### config.mk
export PLATFORM = sky130hd
export DESIGN_NAME = uart_trx_flat
export DESIGN_NICKNAME = d
export VERILOG_FILES = /design/src/rtl/uart_trx_if.sv /design/src/rtl/uart_trx.sv /design/src/flat_wrapper.sv
export SDC_FILE = /design/constraint.sdc
export NUM_CORES = 1
export LEC_CHECK = 0
export ABC_CLOCK_PERIOD_IN_PS = 4900
export CAP_MARGIN = 20
export CORE_MARGIN = 2
export CORE_UTILIZATION = 45
export CTS_CLUSTER_SIZE = 16
export DETAILED_ROUTE_END_ITERATION = 10
export GPL_TIMING_DRIVEN = 0
export HOLD_SLACK_MARGIN = 0.1
export PLACE_DENSITY = 0.68
export SYNTH_ARGS = -nofsm -noshare
export SYNTH_HDL_FRONTEND = slang
export SYNTH_SLANG_ARGS = --single-unit
### constraint.sdc
create_clock -name clk_i -period 4.9 [get_ports clk_i]
set_input_delay 0.735 -clock clk_i [delete_from_list [all_inputs] [get_ports clk_i]]
set_output_delay 0.735 -clock clk_i [all_outputs]
set_load 0.05 [all_outputs]
### src/rtl/uart_trx_if.sv
// Bus-side handshake bundle of uart_trx: TX payload valid/ready plus the RX result
// registers. master = register block, slave = UART core.
interface uart_trx_if #(
  parameter int DATA_W = 8
);
  logic [DATA_W-1:0] tx_data_i;
  logic              tx_valid_i;
  logic              tx_ready_o;
  logic              tx_done_o;
  logic [DATA_W-1:0] rx_data_o;
  logic              rx_valid_o;
  logic              rx_parity_err_o;
  logic              rx_frame_err_o;

  modport master (
    output tx_data_i, tx_valid_i,
    input  tx_ready_o, tx_done_o, rx_data_o, rx_valid_o, rx_parity_err_o, rx_frame_err_o
  );

  modport slave (
    input  tx_data_i, tx_valid_i,
    output tx_ready_o, tx_done_o, rx_data_o, rx_valid_o, rx_parity_err_o, rx_frame_err_o
  );
endinterface

### src/rtl/uart_trx.sv
// Full-duplex UART: shared x16 baud tick, TX frame FSM with valid/ready accept,
// RX frame FSM with 2-flop synchroniser, mid-bit sampling and parity/framing flags.
module uart_trx #(
  parameter int BAUDRATE_CNT_WIDTH = 16,
  parameter int DATA_W             = 8
) (
  input  logic                          clk_i,
  input  logic                          rst_i,
  input  logic                          rx_en_i,
  input  logic                          tx_en_i,
  input  logic                          parity_en_i,
  input  logic                          parity_odd_i,
  input  logic                          stop2_i,
  input  logic [BAUDRATE_CNT_WIDTH-1:0] bauds_lim_i,
  input  logic                          rx_i,
  output logic                          tx_o,
  uart_trx_if.slave                     bus
);

  typedef enum logic [2:0] {
    S_IDLE,
    S_START,
    S_DATA,
    S_PARITY,
    S_STOP
  } state_e;

  localparam logic [3:0] LAST_BIT = 4'(DATA_W - 1);

  // ---------------------------------------------------------------- baud tick
  logic [BAUDRATE_CNT_WIDTH-1:0] baud_cnt;
  logic                          baud_run;
  logic                          tick;

  assign baud_run = tx_en_i || rx_en_i;
  assign tick     = baud_run && (baud_cnt == bauds_lim_i);

  // NOTE: all sequential state uses non-blocking assignments so every flop
  // samples the pre-edge value regardless of block ordering.
  always_ff @(posedge clk_i) begin
    if (rst_i)         baud_cnt <= '0;
    else if (tick)     baud_cnt <= '0;
    else if (baud_run) baud_cnt <= baud_cnt + 1'b1;
  end

  // ---------------------------------------------------------------- transmitter
  state_e            tx_state, tx_next;
  logic [3:0]        tx_tick_cnt;
  logic [3:0]        tx_bit_cnt;
  logic [DATA_W-1:0] tx_shift;
  logic              tx_par_bit;
  logic              tx_par_en;
  logic              tx_stop2;
  logic              tx_done_q;
  logic              tx_accept;
  logic              tx_bit_end;
  logic              tx_exit;

  // Reset gates ready combinationally so no accept can slip in while rst_i is high.
  assign bus.tx_ready_o = (tx_state == S_IDLE) && tx_en_i && !rst_i;
  assign bus.tx_done_o  = tx_done_q;
  assign tx_accept      = bus.tx_valid_i && bus.tx_ready_o;
  assign tx_bit_end     = tick && (tx_tick_cnt == 4'd15);

  always_ff @(posedge clk_i) begin
    if (rst_i) tx_state <= S_IDLE;
    else       tx_state <= tx_next;
  end

  // NOTE: every output of this block gets a default first, so no path through
  // the case statement can leave a signal unassigned and infer a latch.
  always_comb begin
    tx_next = tx_state;
    tx_exit = 1'b0;
    tx_o    = 1'b1;
    unique case (tx_state)
      S_IDLE:   if (tx_accept) tx_next = S_START;
      S_START: begin
        tx_o = 1'b0;
        if (tx_bit_end) tx_next = S_DATA;
      end
      S_DATA: begin
        tx_o = tx_shift[0];
        if (tx_bit_end && (tx_bit_cnt == LAST_BIT))
          tx_next = tx_par_en ? S_PARITY : S_STOP;
      end
      S_PARITY: begin
        tx_o = tx_par_bit;
        if (tx_bit_end) tx_next = S_STOP;
      end
      S_STOP: begin
        if (tx_bit_end && (!tx_stop2 || (tx_bit_cnt == 4'd1))) begin
          tx_next = S_IDLE;
          tx_exit = 1'b1;
        end
      end
      default: tx_next = S_IDLE;
    endcase
  end

  always_ff @(posedge clk_i) begin
    if (rst_i) begin
      tx_tick_cnt <= '0;
      tx_bit_cnt  <= '0;
      tx_shift    <= '0;
      tx_par_bit  <= 1'b0;
      tx_par_en   <= 1'b0;
      tx_stop2    <= 1'b0;
      tx_done_q   <= 1'b0;
    end else begin
      tx_done_q <= tx_exit;
      if (tx_accept) begin
        tx_shift   <= bus.tx_data_i;
        tx_par_bit <= (^bus.tx_data_i) ^ parity_odd_i;
        tx_par_en  <= parity_en_i;
        tx_stop2   <= stop2_i;
      end
      // Counters restart on every state entry; within a state the tick counter
      // wraps every 16 ticks and the bit counter tracks data / stop bits.
      if (tx_next != tx_state) begin
        tx_tick_cnt <= '0;
        tx_bit_cnt  <= '0;
      end else if (tick) begin
        tx_tick_cnt <= tx_tick_cnt + 1'b1;
        if (tx_tick_cnt == 4'd15) begin
          tx_bit_cnt <= tx_bit_cnt + 1'b1;
          if (tx_state == S_DATA) tx_shift <= tx_shift >> 1;
        end
      end
    end
  end

  // ---------------------------------------------------------------- receiver
  logic [1:0]        rx_sync;
  logic              rx_s;
  state_e            rx_state, rx_next;
  logic [3:0]        rx_tick_cnt;
  logic [3:0]        rx_bit_cnt;
  logic [DATA_W-1:0] rx_shift;
  logic              rx_perr_pend;
  logic              rx_mid;
  logic              rx_commit;
  logic [DATA_W-1:0] rx_data_q;
  logic              rx_valid_q;
  logic              rx_perr_q;
  logic              rx_ferr_q;

  assign rx_s                = rx_sync[1];
  // START ends at its own mid-bit, so later bits are sampled 16 ticks apart.
  assign rx_mid              = tick && (rx_tick_cnt == 4'd15);
  assign bus.rx_data_o       = rx_data_q;
  assign bus.rx_valid_o      = rx_valid_q;
  assign bus.rx_parity_err_o = rx_perr_q;
  assign bus.rx_frame_err_o  = rx_ferr_q;

  always_ff @(posedge clk_i) begin
    if (rst_i) begin
      rx_sync  <= 2'b11;
      rx_state <= S_IDLE;
    end else begin
      rx_sync  <= {rx_sync[0], rx_i};
      rx_state <= rx_next;
    end
  end

  always_comb begin
    rx_next   = rx_state;
    rx_commit = 1'b0;
    unique case (rx_state)
      S_IDLE:   if (tick && !rx_s) rx_next = S_START;
      S_START:  if (tick && (rx_tick_cnt == 4'd7)) rx_next = rx_s ? S_IDLE : S_DATA;
      S_DATA:   if (rx_mid && (rx_bit_cnt == LAST_BIT))
                  rx_next = parity_en_i ? S_PARITY : S_STOP;
      S_PARITY: if (rx_mid) rx_next = S_STOP;
      S_STOP: begin
        if (rx_mid) begin
          rx_next   = S_IDLE;
          rx_commit = 1'b1;
        end
      end
      default:  rx_next = S_IDLE;
    endcase
    if (!rx_en_i) begin
      rx_next   = S_IDLE;
      rx_commit = 1'b0;
    end
  end

  always_ff @(posedge clk_i) begin
    if (rst_i) begin
      rx_tick_cnt  <= '0;
      rx_bit_cnt   <= '0;
      rx_shift     <= '0;
      rx_perr_pend <= 1'b0;
      rx_data_q    <= '0;
      rx_valid_q   <= 1'b0;
      rx_perr_q    <= 1'b0;
      rx_ferr_q    <= 1'b0;
    end else begin
      rx_valid_q <= rx_commit;
      if (rx_next != rx_state) begin
        rx_tick_cnt <= '0;
        rx_bit_cnt  <= '0;
      end else if (tick) begin
        rx_tick_cnt <= rx_tick_cnt + 1'b1;
        if (rx_tick_cnt == 4'd15) rx_bit_cnt <= rx_bit_cnt + 1'b1;
      end
      if ((rx_state == S_DATA) && rx_mid) rx_shift <= {rx_s, rx_shift[DATA_W-1:1]};
      if (rx_state == S_IDLE) rx_perr_pend <= 1'b0;
      else if ((rx_state == S_PARITY) && rx_mid)
        rx_perr_pend <= rx_s ^ (^rx_shift) ^ parity_odd_i;
      if (rx_commit) begin
        rx_data_q <= rx_shift;
        rx_perr_q <= rx_perr_pend;
        rx_ferr_q <= !rx_s;
      end
    end
  end

endmodule

### src/flat_wrapper.sv
// flat-port wrapper written by rule: the top's interface ports become plain ports
module uart_trx_flat 
#(
  parameter int BAUDRATE_CNT_WIDTH = 16,
  parameter int DATA_W             = 8
)
  (clk_i, rst_i, rx_en_i, tx_en_i, parity_en_i, parity_odd_i, stop2_i, bauds_lim_i, rx_i, tx_o, bus_tx_data_i, bus_tx_valid_i, bus_tx_ready_o, bus_tx_done_o, bus_rx_data_o, bus_rx_valid_o, bus_rx_parity_err_o, bus_rx_frame_err_o);
  uart_trx_if #(.DATA_W(DATA_W)) bus_i ();
  input  logic clk_i;
  input  logic rst_i;
  input  logic rx_en_i;
  input  logic tx_en_i;
  input  logic parity_en_i;
  input  logic parity_odd_i;
  input  logic stop2_i;
  input  logic [BAUDRATE_CNT_WIDTH-1:0] bauds_lim_i;
  input  logic rx_i;
  output logic tx_o;
  input wire logic [$bits(bus_i.tx_data_i)-1:0] bus_tx_data_i;
  input wire logic [$bits(bus_i.tx_valid_i)-1:0] bus_tx_valid_i;
  output wire logic [$bits(bus_i.tx_ready_o)-1:0] bus_tx_ready_o;
  output wire logic [$bits(bus_i.tx_done_o)-1:0] bus_tx_done_o;
  output wire logic [$bits(bus_i.rx_data_o)-1:0] bus_rx_data_o;
  output wire logic [$bits(bus_i.rx_valid_o)-1:0] bus_rx_valid_o;
  output wire logic [$bits(bus_i.rx_parity_err_o)-1:0] bus_rx_parity_err_o;
  output wire logic [$bits(bus_i.rx_frame_err_o)-1:0] bus_rx_frame_err_o;
  assign bus_i.tx_data_i = bus_tx_data_i;
  assign bus_i.tx_valid_i = bus_tx_valid_i;
  assign bus_tx_ready_o = bus_i.tx_ready_o;
  assign bus_tx_done_o = bus_i.tx_done_o;
  assign bus_rx_data_o = bus_i.rx_data_o;
  assign bus_rx_valid_o = bus_i.rx_valid_o;
  assign bus_rx_parity_err_o = bus_i.rx_parity_err_o;
  assign bus_rx_frame_err_o = bus_i.rx_frame_err_o;
  uart_trx #(.BAUDRATE_CNT_WIDTH(BAUDRATE_CNT_WIDTH), .DATA_W(DATA_W)) u_core (.clk_i(clk_i), .rst_i(rst_i), .rx_en_i(rx_en_i), .tx_en_i(tx_en_i), .parity_en_i(parity_en_i), .parity_odd_i(parity_odd_i), .stop2_i(stop2_i), .bauds_lim_i(bauds_lim_i), .rx_i(rx_i), .tx_o(tx_o), .bus(bus_i));
endmodule
==> metrics.yaml, run 1 <==
grt_max_degree: 14
instances_no_fill: 608
synthArstFlopShare: 0
synthCells: 441
finalHoldWorstSlack_ns: 0.416
drive_gt1_frac: 0.0795
min_period_ns: 3.24
postCtsHoldBufs: 0
layout_commonest_cell: "dfxtp_1"
die-area_um2: 9080
power.leakage_uw: 0.00160
crit_required_ns: 4.16
die_x_um: 95.3
ios: 47
synthFlopType: "dfxtp_1"
num_vias: 3275
utilization: 0.564
wl_per_cell_um: 13.4
drc: 0
met3_usage: 0.0324
drv_cap: 0
synth_area_per_cell_um2: 8.51
cts_num_sinks: 72
crit_path_frequent_cell: "clkdlybuf4s50_1"
finClkSkew_ns: 0.00714
seq_area_frac_synth: 0.384
grt_use_met2: 0.319
relSlewSlack: 0.617
drt-initial-drc-count: 133
nNetsFinal: 537
yosys_warnings: 0
cp_max_fo: 6
final_max_slew_viol_count: 0
cts_max_level: 3
port_buffers: 46
power_uw: 1280
root_buffer: "clkbuf_8"
fill_cells: 773
grt_pass1_vias: 3092
tightest_slew_ns: 0.573
setup_violations: 0
peakVddDrop_v: 0.000123
diodes: 0
track_usage: 0.197
synth_area_um2: 3750
drt_first_pass_iters: 5
start_kind: "input port"
max_freq_mhz: 308
fin_crit_sh: 0.662
ys_ff_latch: 72
antenna_found_initial: 0
min_path_type: "reg -> reg"
cts_buffer_depth: 2
synthDistinctLibCells: 53
status: "complete, no violations"
top_usage_layer: "met2"
clkTransAtPathRegs_ns: 0.08
synth_edf_count: 0
cpMaxStageDelayCell: "clkdlybuf4s50_1"
avgViaCountPerCell: 5.39
rsz0062_at_grt: "no"
crit_path_end_kind: "primary output"
dpl.cell_count: 592
syn_to_final_growth_pct: 22.3
crit_type: "in -> out"
start_util: 0.461
coreArea_um2: 8130
cts_resized: 0
crit_path_max_incr_delay_ns: 0.80
drt-total-wl_um: 8130
grt_first_pass_wirelength_um: 14100
ant_nets: 0
die_h_um: 95.3
setup_tns_ns: 0
hold_violations: 0
placementRows: 33
path_cells: "clkdlybuf4s50_1 > nor2_1 > and3_1 > clkdlybuf4s50_1"
insertion_delay_ns: 0.34
routabilityCongestion: 0.831
grt_util_met1: 0.262
cts_made_buffers: 9
grt_overflow: 0
final_cell_mix: "dfxtp_1, nor2_1, clkdlybuf4s50_1, nand2_1, xnor2_1"
power.density_nw_per_um2: 279
post_cts_buffers: 0
tritoncts: "yes"
post-dp-hpwl_um: 6000
syn-num-nets: 480
crit_arrival_ns: 2.51
==> synth_stat cells, drive strengths merged (2+ instances only) <==
master,count,area (um2)
dfxtp,72,1440
nor2,49,184
nand2,41,154
xnor2,37,324
nand3,32,160
a21oi,28,140
clkbuf,17,63.8
nor3,17,119
xor2,15,131
mux2i,13,130
nand4,11,68.8
nand2b,8,50.1
and3,7,43.8
inv,7,26.3
mux2,7,78.8
o21ai,7,46.3
buf,6,42.5
ha,6,75.1
nor2b,6,37.5
or2,6,37.5
nor3b,5,37.5
nor4,5,46.3
a31oi,4,25.0
a211oi,3,27.5
nand3b,3,22.5
o31ai,3,22.5
or3,3,18.8
and2,2,12.5
and4,2,17.5
nand4b,2,17.5
or4,2,15.0
==> kinds of logic (layout without fill, tap and decap cells) <==
logic type / after synthesis / in the layout / share of synthesized area
and+or+nand+nor: 205 / 205 / 0.288
DFF: 72 / 72 / 0.384
AOI/OAI and AO/OA: 56 / 56 / 0.0957
xor gates and xnor gates: 52 / 52 / 0.121
muxes: 20 / 20 / 0.0557
adders and majority gates: 6 / 6 / 0.0200
buffers and inverters: 30 / 92 / 0.0353
==> worst paths after layout <==
path	slack (ns)	endpoint	from	depth (start not counted)
worst min register to register	0.42	u_core.rx_sync[1]$_SDFF_PP1_	u_core.rx_sync[0]$_SDFF_PP1_	1
worst max-delay path	1.66	bus_tx_ready_o	rst_i	4
worst min-delay path	0.42	u_core.rx_sync[1]$_SDFF_PP1_	u_core.rx_sync[0]$_SDFF_PP1_	1
worst max register to register	2.29	u_core.baud_cnt[12]$_SDFFE_PP0P_	u_core.baud_cnt[5]$_SDFFE_PP0P_	8
==> worst max-delay path: cells and delay by family <==
kind          cells  cell delay [ns]
simple gates      2             0.41
buf+inv           2             1.36
==> sequential cells by signal, indices dropped and copies added, names as in the netlist, 2 cells and up <==
name                  flops
u_core.baud_cnt          16
u_core.bus.rx_data_o      8
u_core.rx_shift           8
u_core.tx_shift           8
u_core.rx_bit_cnt         4
u_core.rx_tick_cnt        4
u_core.tx_bit_cnt         4
u_core.tx_tick_cnt        4
u_core.rx_state           3
u_core.tx_state           3
u_core.rx_sync            2
==> cell type report <==
type / instances / area (um2) / share of cell area
well taps: 105 / 131 / 0.0286
multi-input cells: 339 / 2180 / 0.475
plain buffers: 23 / 106 / 0.0232
clock buffers: 9 / 124 / 0.0270
clock inverters: 7 / 120 / 0.0262
flip-flops and latches: 72 / 1440 / 0.314
repair buffers: 46 / 460 / 0.100
inverters: 7 / 26.3 / 0.00573
==> power by group <==
part           internal [uW]  switching (uW)  leakage [uW]
registers                592            6.92      0.000582
clock network            339             234      0.000119
logic                   56.6            50.4      0.000895
==> per-stage QoR <==
| step | cell area [um2] | setup slack, ns |
|---|---|---|
| floorplan | 3750 | 2.37 |
| global placement | 4340 | 1.34 |
| detailed placement | 4340 | 1.37 |
| CTS | 4590 | 1.65 |
| global route | 4590 | 1.52 |
| finish | 4590 | 1.66 |
==> layer usage <==
layer | wire length (um) | vias up
li1 | - | 1662
met1 | 3910 | 1516
met2 | 3720 | 83
met3 | 367 | 14
met4 | 134 | 0
met5 | 0 | -
Power figures use the tool's default switching activity.
==> inputs of run 2 (changes only) <==
--- a/config.mk
+++ b/config.mk
@@ -5,7 +5,7 @@
 export SDC_FILE = /design/constraint.sdc
 export NUM_CORES = 1
 export LEC_CHECK = 0
-export ABC_CLOCK_PERIOD_IN_PS = 4900
+export ABC_CLOCK_PERIOD_IN_PS = 2700
 export CAP_MARGIN = 20
 export CORE_MARGIN = 2
 export CORE_UTILIZATION = 45
@@ -13,7 +13,7 @@
 export DETAILED_ROUTE_END_ITERATION = 10
 export GPL_TIMING_DRIVEN = 0
 export HOLD_SLACK_MARGIN = 0.1
-export PLACE_DENSITY = 0.68
+export PLACE_DENSITY = 0.7
 export SYNTH_ARGS = -nofsm -noshare
 export SYNTH_HDL_FRONTEND = slang
 export SYNTH_SLANG_ARGS = --single-unit
==> constraint.sdc (replaced) <==
create_clock -name clk_i -period 2.7 [get_ports clk_i]
set_input_delay 0.405 -clock clk_i [delete_from_list [all_inputs] [get_ports clk_i]]
set_output_delay 0.405 -clock clk_i [all_outputs]
set_load 0.05 [all_outputs]
==> run 2 against run 1 <==
Compared with the run above:
- critical path depth unchanged
- global-route usage decreased by 0.27 points
- sequential share of layout area decreased by 0.068 points
- final cell count increased by 0.66%
- clock power increased by 50%
- die area unchanged
- cell area increased by 0.22%
- critical endpoint unchanged
- worst hold slack improved by 0.0043 ns
- sequential power increased by 82%
- flip-flop and latch count unchanged
- clock skew increased by 0.00073 ns
- total power increased by 68%
==> metrics.yaml, run 2 (synthesized netlist as in run 1, its figures left out) <==
root_buffer: "clkbuf_8"  # unchanged
cts_num_sinks: 72  # unchanged
ios: 47  # unchanged
cts_max_level: 3  # unchanged
dpl.cell_count: 592  # unchanged
die_x_um: 95.3  # unchanged
clkTransAtPathRegs_ns: 0.08  # about the same
wl_per_cell_um: 13.6  # was 13.4 um
cts_buffer_depth: 2  # unchanged
postPlaceCellArea_um2: 4340  # unchanged
track_usage: 0.194  # was 0.197
relSlewSlack: 0.615  # was 0.617
coreArea_um2: 8130  # unchanged
cp_max_fo: 6  # unchanged
fin_crit_sh: 0.968
grt_first_pass_wirelength_um: 13700  # was 14100 um
rsz0062_at_grt: "no"  # unchanged
num_vias: 3279  # was 3275
status: "complete, no violations"  # unchanged
layout_commonest_cell: "dfxtp_1"  # unchanged
grt_pass1_vias: 3009  # was 3092
min_path_type: "reg -> reg"  # unchanged
post-dp-hpwl_um: 6020  # was 6000 um
finClkSkew_ns: 0.00788  # was 0.00714 ns
power_uw: 2140  # was 1280 uW
drive_gt1_frac: 0.0907  # was 0.0795
diodes: 0  # unchanged
instances_no_fill: 612  # was 608
largest_register_ffs: 16  # unchanged
avgViaCountPerCell: 5.36  # was 5.39
die_h_um: 95.3  # unchanged
start_util: 0.461  # unchanged
final_cell_mix: "dfxtp_1, nor2_1, clkdlybuf4s50_1, nand2_1, xnor2_1"  # unchanged
power.density_nw_per_um2: 466  # was 279 nW/um2
ant_nets: 0  # unchanged
setup_tns_ns: 0  # unchanged
regMostFlops: "u_core.baud_cnt"  # unchanged
final_max_slew_viol_count: 0  # unchanged
insertion_delay_ns: 0.36  # was 0.34 ns
syn_to_final_growth_pct: 22.5  # was 22.3%
tritoncts: "yes"  # unchanged
nNetsFinal: 541  # was 537
port_buffers: 46  # unchanged
max_freq_mhz: 383
drc: 0  # unchanged
start_kind: "input port"  # unchanged
drv_cap: 0  # unchanged
power.leakage_uw: 0.00161  # was 0.00160 uW
fill_cells: 736  # was 773
placementRows: 33  # unchanged
drt-total-wl_um: 8300  # was 8130 um
peakVddDrop_v: 0.000372  # was 0.000123 V
setup_violations: 0  # unchanged
routabilityCongestion: 0.831  # about the same
cts_made_buffers: 9  # unchanged
antenna_found_initial: 0  # unchanged
crit_type: "in -> out"  # unchanged
min_period_ns: 2.61
final_area_um2: 4600  # was 4590 um2
crit_required_ns: 2.30  # was 4.16 ns
tightest_slew_ns: 0.577  # was 0.573 ns
crit_path_end_kind: "primary output"  # unchanged
grt_max_degree: 14  # unchanged
drt-initial-drc-count: 133  # unchanged
grt_overflow: 0  # unchanged
postCtsHoldBufs: 0  # unchanged
crit_arrival_ns: 2.21  # was 2.51 ns
drt_first_pass_iters: 4  # was 5
die-area_um2: 9080  # unchanged
hold_violations: 0  # unchanged
[run 2: cell count changes in the layout (fill, tap and decap cells not counted)]
cell	change
buf_12	+1
bufinv_16	-2
clkinv_2	+1
buf_4	+3
clkinvlp_4	+1
nor4_2	+2
clkdlybuf4s50_1	-1
dlymetal6s2s_1	+1
nor4_1	-2
[run 2: per-layer routing]
layer | wire length [um] | track usage | part of all wire | vias up
met2 | 3870 | 0.323 | 0.47 | 85
met1 | 3860 | 0.244 | 0.46 | 1522
met3 | 438 | 0.0427 | 0.053 | 15
met4 | 138 | 0.0761 | 0.017 | 0
li1 | - | - | - | 1657
met5 | 0 | 0 | 0 | -
[run 2: layout make-up]
| class | instances | area (um2) | share of cell area |
|---|---|---|---|
| clock buffers | 9 | 124 | 0.0269 |
| well taps | 105 | 131 | 0.0286 |
| plain buffers | 23 | 106 | 0.0231 |
| flip-flops and latches | 72 | 1440 | 0.313 |
| clock inverters | 7 | 72.6 | 0.0158 |
| repair buffers | 50 | 505 | 0.110 |
| multi-input cells | 339 | 2190 | 0.476 |
| inverters | 7 | 26.3 | 0.00571 |
[run 2: final timing paths]
| kind | startpoint | end | slack (ns) | depth (start not counted) |
|---|---|---|---|---|
| hold reg to reg | u_core.rx_sync[0]$_SDFF_PP1_ | u_core.rx_sync[1]$_SDFF_PP1_ | 0.42 | 1 |
| setup / recovery | rst_i | bus_tx_ready_o | 0.09 | 4 |
| setup reg to reg | u_core.baud_cnt[5]$_SDFFE_PP0P_ | u_core.rx_bit_cnt[0]$_SDFFE_PP0P_ | 0.28 | 7 |
| hold / removal | u_core.rx_sync[0]$_SDFF_PP1_ | u_core.rx_sync[1]$_SDFF_PP1_ | 0.42 | 1 |
[run 2: through the flow]
step	utilization	setup WS, ns	hold slack [ns]
final	0.565	0.0876	0.420
after detailed placement	0.534	-0.540	0.398
after floorplan	-	0.495	0.389
after CTS	0.559	0.0249	0.417
after global routing	0.565	0.0356	0.423
after global placement	0.534	-0.541	0.397
[run 2: critical path, cell delays in order]
cell and delay, ns:
clkdlybuf4s50_1 0.57, nor2_1 0.23, and3_1 0.19, clkdlybuf4s50_1 0.80
[run 2: power by group]
group	switching, uW	internal [uW]	total, uW
clock network	436	426	862
logic	93.3	103	196
registers	12.4	1070	1090
total	542	1600	2140
[run 2: what timing repair did]
action,4_1_cts,5_1_grt
buffers inserted,1,3
gates resized for setup,0,3
endpoints found under the setup margin,12,31
pin swaps,1,2
==> inputs of run 3 (changes only) <==
--- a/config.mk
+++ b/config.mk
@@ -13,7 +13,8 @@
 export DETAILED_ROUTE_END_ITERATION = 10
 export GPL_TIMING_DRIVEN = 0
 export HOLD_SLACK_MARGIN = 0.1
-export PLACE_DENSITY = 0.7
+export PLACE_DENSITY = 0.69
+export SETUP_SLACK_MARGIN = 0.3
 export SYNTH_ARGS = -nofsm -noshare
 export SYNTH_HDL_FRONTEND = slang
 export SYNTH_SLANG_ARGS = --single-unit
==> run 3 against run 2 <==
Compared with the run above:
- critical path type is now in -> reg
- via count rose by 2.4%
- clock skew rose by 0.0035 ns
- fmax rose by 9.7%
- clock-buffer cell count rose by 1
- worst setup slack improved by 0.23 ns
- non-clock buffer count rose by 6
- worst hold slack got worse by 0.0044 ns
- largest power group unchanged
- sequential share of layout area fell by 1.0 points
- highest routed layer unchanged
==> metrics.yaml, run 3 (synthesized netlist as in run 1, its figures left out) <==
fill_cells: 758  # was 736
rsz0062_at_grt: "yes"  # was no
drive_gt1_frac: 0.119  # was 0.0907
regToRegStartpoint: "u_core.baud_cnt[5]$_SDFFE_PP0P_"  # unchanged
power.density_nw_per_um2: 476  # was 466 nW/um2
drt-initial-drc-count: 119  # was 133
drc: 0  # unchanged
avgViaCountPerCell: 5.44  # was 5.36
layout_commonest_cell: "dfxtp_1"  # unchanged
final_cell_mix: "dfxtp_1, nor2_1, clkdlybuf4s50_1, nand2_1, xnor2_1"  # unchanged
post-dp-hpwl_um: 6180  # was 6020 um
min_period_ns: 2.38  # was 2.61 ns
start_util: 0.461  # unchanged
crit_required_ns: 2.93  # was 2.30 ns
coreArea_um2: 8130  # unchanged
ant_nets: 0  # unchanged
fin_crit_sh: 0.882  # was 0.968
drt_first_pass_iters: 5  # was 4
cts_num_sinks: 72  # unchanged
switching_share: 0.238  # was 0.253
switchingPower_uw: 539  # was 542 uW
placementRows: 33  # unchanged
r2r_cells: 8  # was 7
num_vias: 3359  # was 3279
finalHoldWorstSlack_ns: 0.416  # was 0.420 ns
utilization: 0.584  # was 0.565
grt_max_degree: 13  # was 14
p_clk_frac: 0.428  # was 0.402
nNetsFinal: 547  # was 541
r2r_slack_ns: 0.42  # was 0.28 ns
finClkSkew_ns: 0.0114  # was 0.00788 ns
drt-total-wl_um: 8750  # was 8300 um
relSlewSlack: 0.591  # was 0.615
die_x_um: 95.3  # unchanged
dp_worst_setup_slack_ns: -0.534  # was -0.540 ns
setup_tns_ns: 0  # unchanged
crit_path_end_kind: "flop"  # was primary output
ios: 47  # unchanged
die_h_um: 95.3  # unchanged
grt_overflow: 0  # unchanged
power.internal_uw: 1720  # was 1600 uW
cts_buffer_depth: 2  # unchanged
drv_cap: 0  # unchanged
crit_type: "in -> reg"  # was in -> out
wl_per_cell_um: 14.2  # was 13.6 um
holdPathEnd: "u_core.rx_sync[1]$_SDFF_PP1_"  # unchanged
die-area_um2: 9080  # unchanged
root_buffer: "clkbuf_8"  # unchanged
start_kind: "input port"  # unchanged
tritoncts: "yes"  # unchanged
hold_violations: 0  # unchanged
grt_pass1_vias: 3091  # was 3009
r2r_end: "u_core.tx_shift[0]$_SDFF_PP0_"  # was u_core.rx_bit_cnt[0]$_SDFFE_PP0P_
antenna_found_initial: 0  # unchanged
power_frac_comb: 0.091  # about the same
cts_max_level: 3  # unchanged
setup_slack_ns: 0.319  # was 0.0876 ns
grt_first_pass_wirelength_um: 14200  # was 13700 um
track_usage: 0.199  # was 0.194
postCtsHoldBufs: 0  # unchanged
insertion_delay_ns: 0.36  # about the same
max_freq_mhz: 420  # was 383 MHz
final_max_slew_viol_count: 0  # unchanged
multi_input_comb_area_um2: 2260  # was 2190 um2
status: "complete, no violations"  # unchanged
register_area_um2: 1440  # unchanged
min_path_type: "reg -> reg"  # unchanged
routabilityCongestion: 0.841  # was 0.831
min_from: "u_core.rx_sync[0]$_SDFF_PP1_"  # unchanged
regMostFlops: "u_core.baud_cnt"  # unchanged
cts_made_buffers: 9  # unchanged
syn_to_final_growth_pct: 26.6  # was 22.5%
setup_violations: 0  # unchanged
sequentialPowerShare: 0.481  # was 0.507
power.leakage_uw: 0.00169  # was 0.00161 uW
crit_arrival_ns: 2.61  # was 2.21 ns
min_path_cells: 1  # unchanged
peakVddDrop_v: 0.000285  # was 0.000372 V
port_buffers: 46  # unchanged
largest_register_ffs: 16  # unchanged
diodes: 0  # unchanged
clkTransAtPathRegs_ns: 0.08  # about the same
tightest_slew_ns: 0.613  # was 0.577 ns
cp_max_fo: 6  # unchanged
-- run 3: cell count changes in the layout (fill, tap and decap cells not counted), moves of 3 or more --
cell | previous run | this run
buf_4 | 3 | 10
clkbuf_2 | 0 | 3
clkbuf_1 | 17 | 13
clkdlybuf4s50_1 | 45 | 42
dlygate4sd2_1 | 0 | 3
-- run 3: layout make-up --
class                      count  area share
timing repair buffer          56       0.115
multi-input combinational    339       0.476
buffer                        23      0.0258
tap                          105      0.0277
clock buffer                  10      0.0290
sequential                    72       0.303
clock inverter                 5      0.0171
inverter                       7     0.00553
-- run 3: metal layers --
metal,share of wire,track usage,vias to the layer above
met2,0.47,0.319,104
met4,0.017,0.0640,0
li1,-,-,1680
met3,0.052,0.0443,27
met5,0,0,-
met1,0.46,0.266,1548
-- run 3: repair_timing --
| action | 4_1_cts | 5_1_grt |
|---|---|---|
| cloned | 0 | 0 |
| buffers inserted | 7 | 3 |
| gates resized for setup | 8 | 21 |
| setup endpoints to repair | 61 | 43 |
| pin swaps | 4 | 5 |
-- run 3: worst max-delay path by stage --
stage	start	endpoint	slack [ns]	cells past startpoint
6_report	bauds_lim_i[1]	u_core.rx_bit_cnt[1]$_SDFFE_PP0P_	0.32	9
5_1_grt	bauds_lim_i[9]	u_core.rx_bit_cnt[1]$_SDFFE_PP0P_	0.24	9
4_1_cts	bauds_lim_i[5]	u_core.bus.rx_data_o[2]$_SDFFE_PP0P_	0.31	9
3_5_place_dp	rx_en_i	u_core.baud_cnt[10]$_SDFFE_PP0P_	-0.53	10
3_3_place_gp	rx_en_i	u_core.baud_cnt[10]$_SDFFE_PP0P_	-0.54	10
2_1_floorplan	bauds_lim_i[5]	u_core.tx_shift[0]$_SDFF_PP0_	0.50	7
-- run 3: stage by stage --
stage,total power (uW),area (um2),instances
after CTS,2260,4650,614
after floorplan,1220,3750,441
final,2260,4750,617
after global routing,2330,4750,617
after global placement,1300,4340,592
after detailed placement,1310,4340,592
-- run 3: worst max-delay path, cell delays in order --
cell	delay [ns]
clkdlybuf4s50_1	0.50
nor2b_1	0.06
a2111o_1	0.48
or3_1	0.39
buf_4	0.18
nor3_4	0.19
buf_4	0.15
mux2i_1	0.18
nor3_1	0.06
-- run 3: power by group through the flow --
stage	combinational [uW]	clock (uW)	sequential [uW]
final	206	967	1090
after global routing	225	1020	1090
after CTS	197	977	1090
after detailed placement	194	0	1110
after global placement	192	0	1110
after floorplan	113	0	1110
==> RTL edit: new RTL, settings of run 3 <==
`BAUDRATE_CNT_WIDTH` is set to 16 in 2 places; all go to 24.
--- a/src/rtl/uart_trx.sv
+++ b/src/rtl/uart_trx.sv
@@ -1,7 +1,7 @@
 // Full-duplex UART: shared x16 baud tick, TX frame FSM with valid/ready accept,
 // RX frame FSM with 2-flop synchroniser, mid-bit sampling and parity/framing flags.
 module uart_trx #(
-  parameter int BAUDRATE_CNT_WIDTH = 16,
+  parameter int BAUDRATE_CNT_WIDTH = 24,
   parameter int DATA_W             = 8
 ) (
   input  logic                          clk_i,
--- a/src/flat_wrapper.sv
+++ b/src/flat_wrapper.sv
@@ -1,7 +1,7 @@
 // flat-port wrapper written by rule: the top's interface ports become plain ports
 module uart_trx_flat 
 #(
-  parameter int BAUDRATE_CNT_WIDTH = 16,
+  parameter int BAUDRATE_CNT_WIDTH = 24,
   parameter int DATA_W             = 8
 )
   (clk_i, rst_i, rx_en_i, tx_en_i, parity_en_i, parity_odd_i, stop2_i, bauds_lim_i, rx_i, tx_o, bus_tx_data_i, bus_tx_valid_i, bus_tx_ready_o, bus_tx_done_o, bus_rx_data_o, bus_rx_valid_o, bus_rx_parity_err_o, bus_rx_frame_err_o);
Interface: changed (resized bauds_lim_i); port bits go from 47 to 55. The function was not compared with the original's and may differ.
==> RTL edit against run 3 <==
- register-to-register slack worse by 0.06 ns
- maximum frequency is 0.55% higher
- sequential share of layout area is 0.88 points lower
- global-route usage is 0.19 points higher
- routed wire length is 15% higher
- first-iteration DRC count is 23% higher
- worst setup slack better by 0.013 ns
- cell area is 15% higher
- synthesized area is 12% higher
- total power is 4.6% higher
- sequential cell count is 8 higher
- non-clock buffer count is 22 higher
- count of clock-buffer cells in the layout is 1 lower
- critical endpoint is now u_core.tx_state[2]
- largest cell class unchanged
==> RTL edit: results (changes against run 3) <==
• finished, final reports clean — status
• 2.66 ns — arrival time reported for the critical path endpoint, +0.05 ns
• 4860 sq um — post-placement cell area, +12%
• -0.551 ns — post-placement worst setup slack, -0.0164 ns
• 20.1% — global routing usage summed across all routing layers, +0.19 points
• 8 — largest fanout on the critical path, +2
• 10000 microns — wire length reported by the detailed router, +15%
• 4 — drt pass-1 iters, -1
• 472 — synthesized netlist cell count, +7.0%
• 0.434 ns — final hold slack, +0.0177 ns
• 16300 microns — global-route wire length before repair, +15%
• 4790 microns — wire length on met1, +19%
• 422 MHz — highest clock frequency the design can meet, +0.55%
• 766 — filler cell count in the final layout, +1.1%
• 0.839 — RePlAce Congestion, -0.24%
• 0.651 ns — Tightest Pin Transition, +0.0377 ns
• 636 — number of instances in the placed design, +7.4%
• 519 — Synthesized Nets, +8.1%
• 2.21 nW — Static Leak, +31%
• 58 — post-synthesis cell type count, +9.4%
• 38.2% — sequential-to-total area share from yosys stat, -0.23 points
• 0.252 mV — IR drop worst, VDD, -12%
• 0.614 mW — Net Sw Power, +14%
• 4730 microns — metal2 WL, +15%
• 24 — number of flip-flops in the largest register, +8
• 16 — pin count of the biggest net entering global routing, +3
• 0.36 ns — Reg2Reg Setup Slack, -0.06 ns
• 610 — number of nets in the final layout, +12%
• 15.8% — ratio of cells with drive above 1 in the final layout, +3.9 points
## RTL edit: cell types whose count changed after synthesis, sizes merged, moves of 6 or more
cell	change
a21oi	-15
nor2	+13
xor2	+28
mux2i	+16
dfxtp	+8
nand3	-9
nand2	-16
nor3	+6
## RTL edit: logic make-up after synthesis
family,after synthesis,synth area share (%)
AND/OR/NAND/NOR,209,26.7
flip-flops,80,38.2
XOR/XNOR,75,15.7
AO/OA/AOI/OAI,38,6.21
multiplexers,36,8.80
buffers and inverters,28,2.66
adder cells (fa/ha/maj),6,1.79
## RTL edit: path summary, 6_finish.rpt
check	start	end	cells after the start
setup / recovery	bauds_lim_i[21]	u_core.tx_state[2]	9
hold / removal	u_core.rx_sync[0]	u_core.rx_sync[1]	1
setup reg to reg	u_core.baud_cnt[14]	u_core.tx_state[1]	6
hold reg to reg	u_core.rx_sync[0]	u_core.rx_sync[1]	1
## RTL edit: critical path, stage by stage
cell and delay, ns:
clkdlybuf4s50_1 0.51, xnor2_2 0.13, and3_1 0.17, clkbuf_2 0.21, nand4_1 0.18, or2_1 0.27, buf_4 0.17, or4b_1 0.47
a21oi_1 0.14
## RTL edit: final cells by class
cell class | instances | area [sq um] | area share [%]
multi-input cells | 364 | 2580 | 47.4
flip-flops and latches | 80 | 1600 | 29.5
repair buffers | 80 | 761 | 14.0
well taps | 111 | 139 | 2.55
plain buffers | 21 | 126 | 2.32
clock buffers | 9 | 124 | 2.28
clock inverters | 7 | 80.1 | 1.47
inverters | 7 | 26.3 | 0.483
## RTL edit: timing repair
action / in CTS / in global routing
gates cloned: 0 / 1
pin swaps: 5 / 15
endpoints found under the setup margin: 65 / 61
buffers inserted: 10 / 16
resized for setup: 18 / 33
## RTL edit: metal layers
layer / up-vias / global-route usage (%)
met4: 0 / 7.48
li1: 1825 / -
met3: 12 / 3.05
met5: - / 0
met1: 1740 / 27.3
met2: 79 / 32.3
## RTL edit: power groups by stage
| stage | Clock (mW) | Sequential (mW) | Combinational, mW |
|---|---|---|---|
| floorplan | 0 | 1.23 | 0.126 |
| global route | 0.996 | 1.21 | 0.257 |
| CTS | 0.945 | 1.20 | 0.230 |
| global placement | 0 | 1.23 | 0.222 |
| finish | 0.924 | 1.20 | 0.237 |
| detailed placement | 0 | 1.23 | 0.224 |
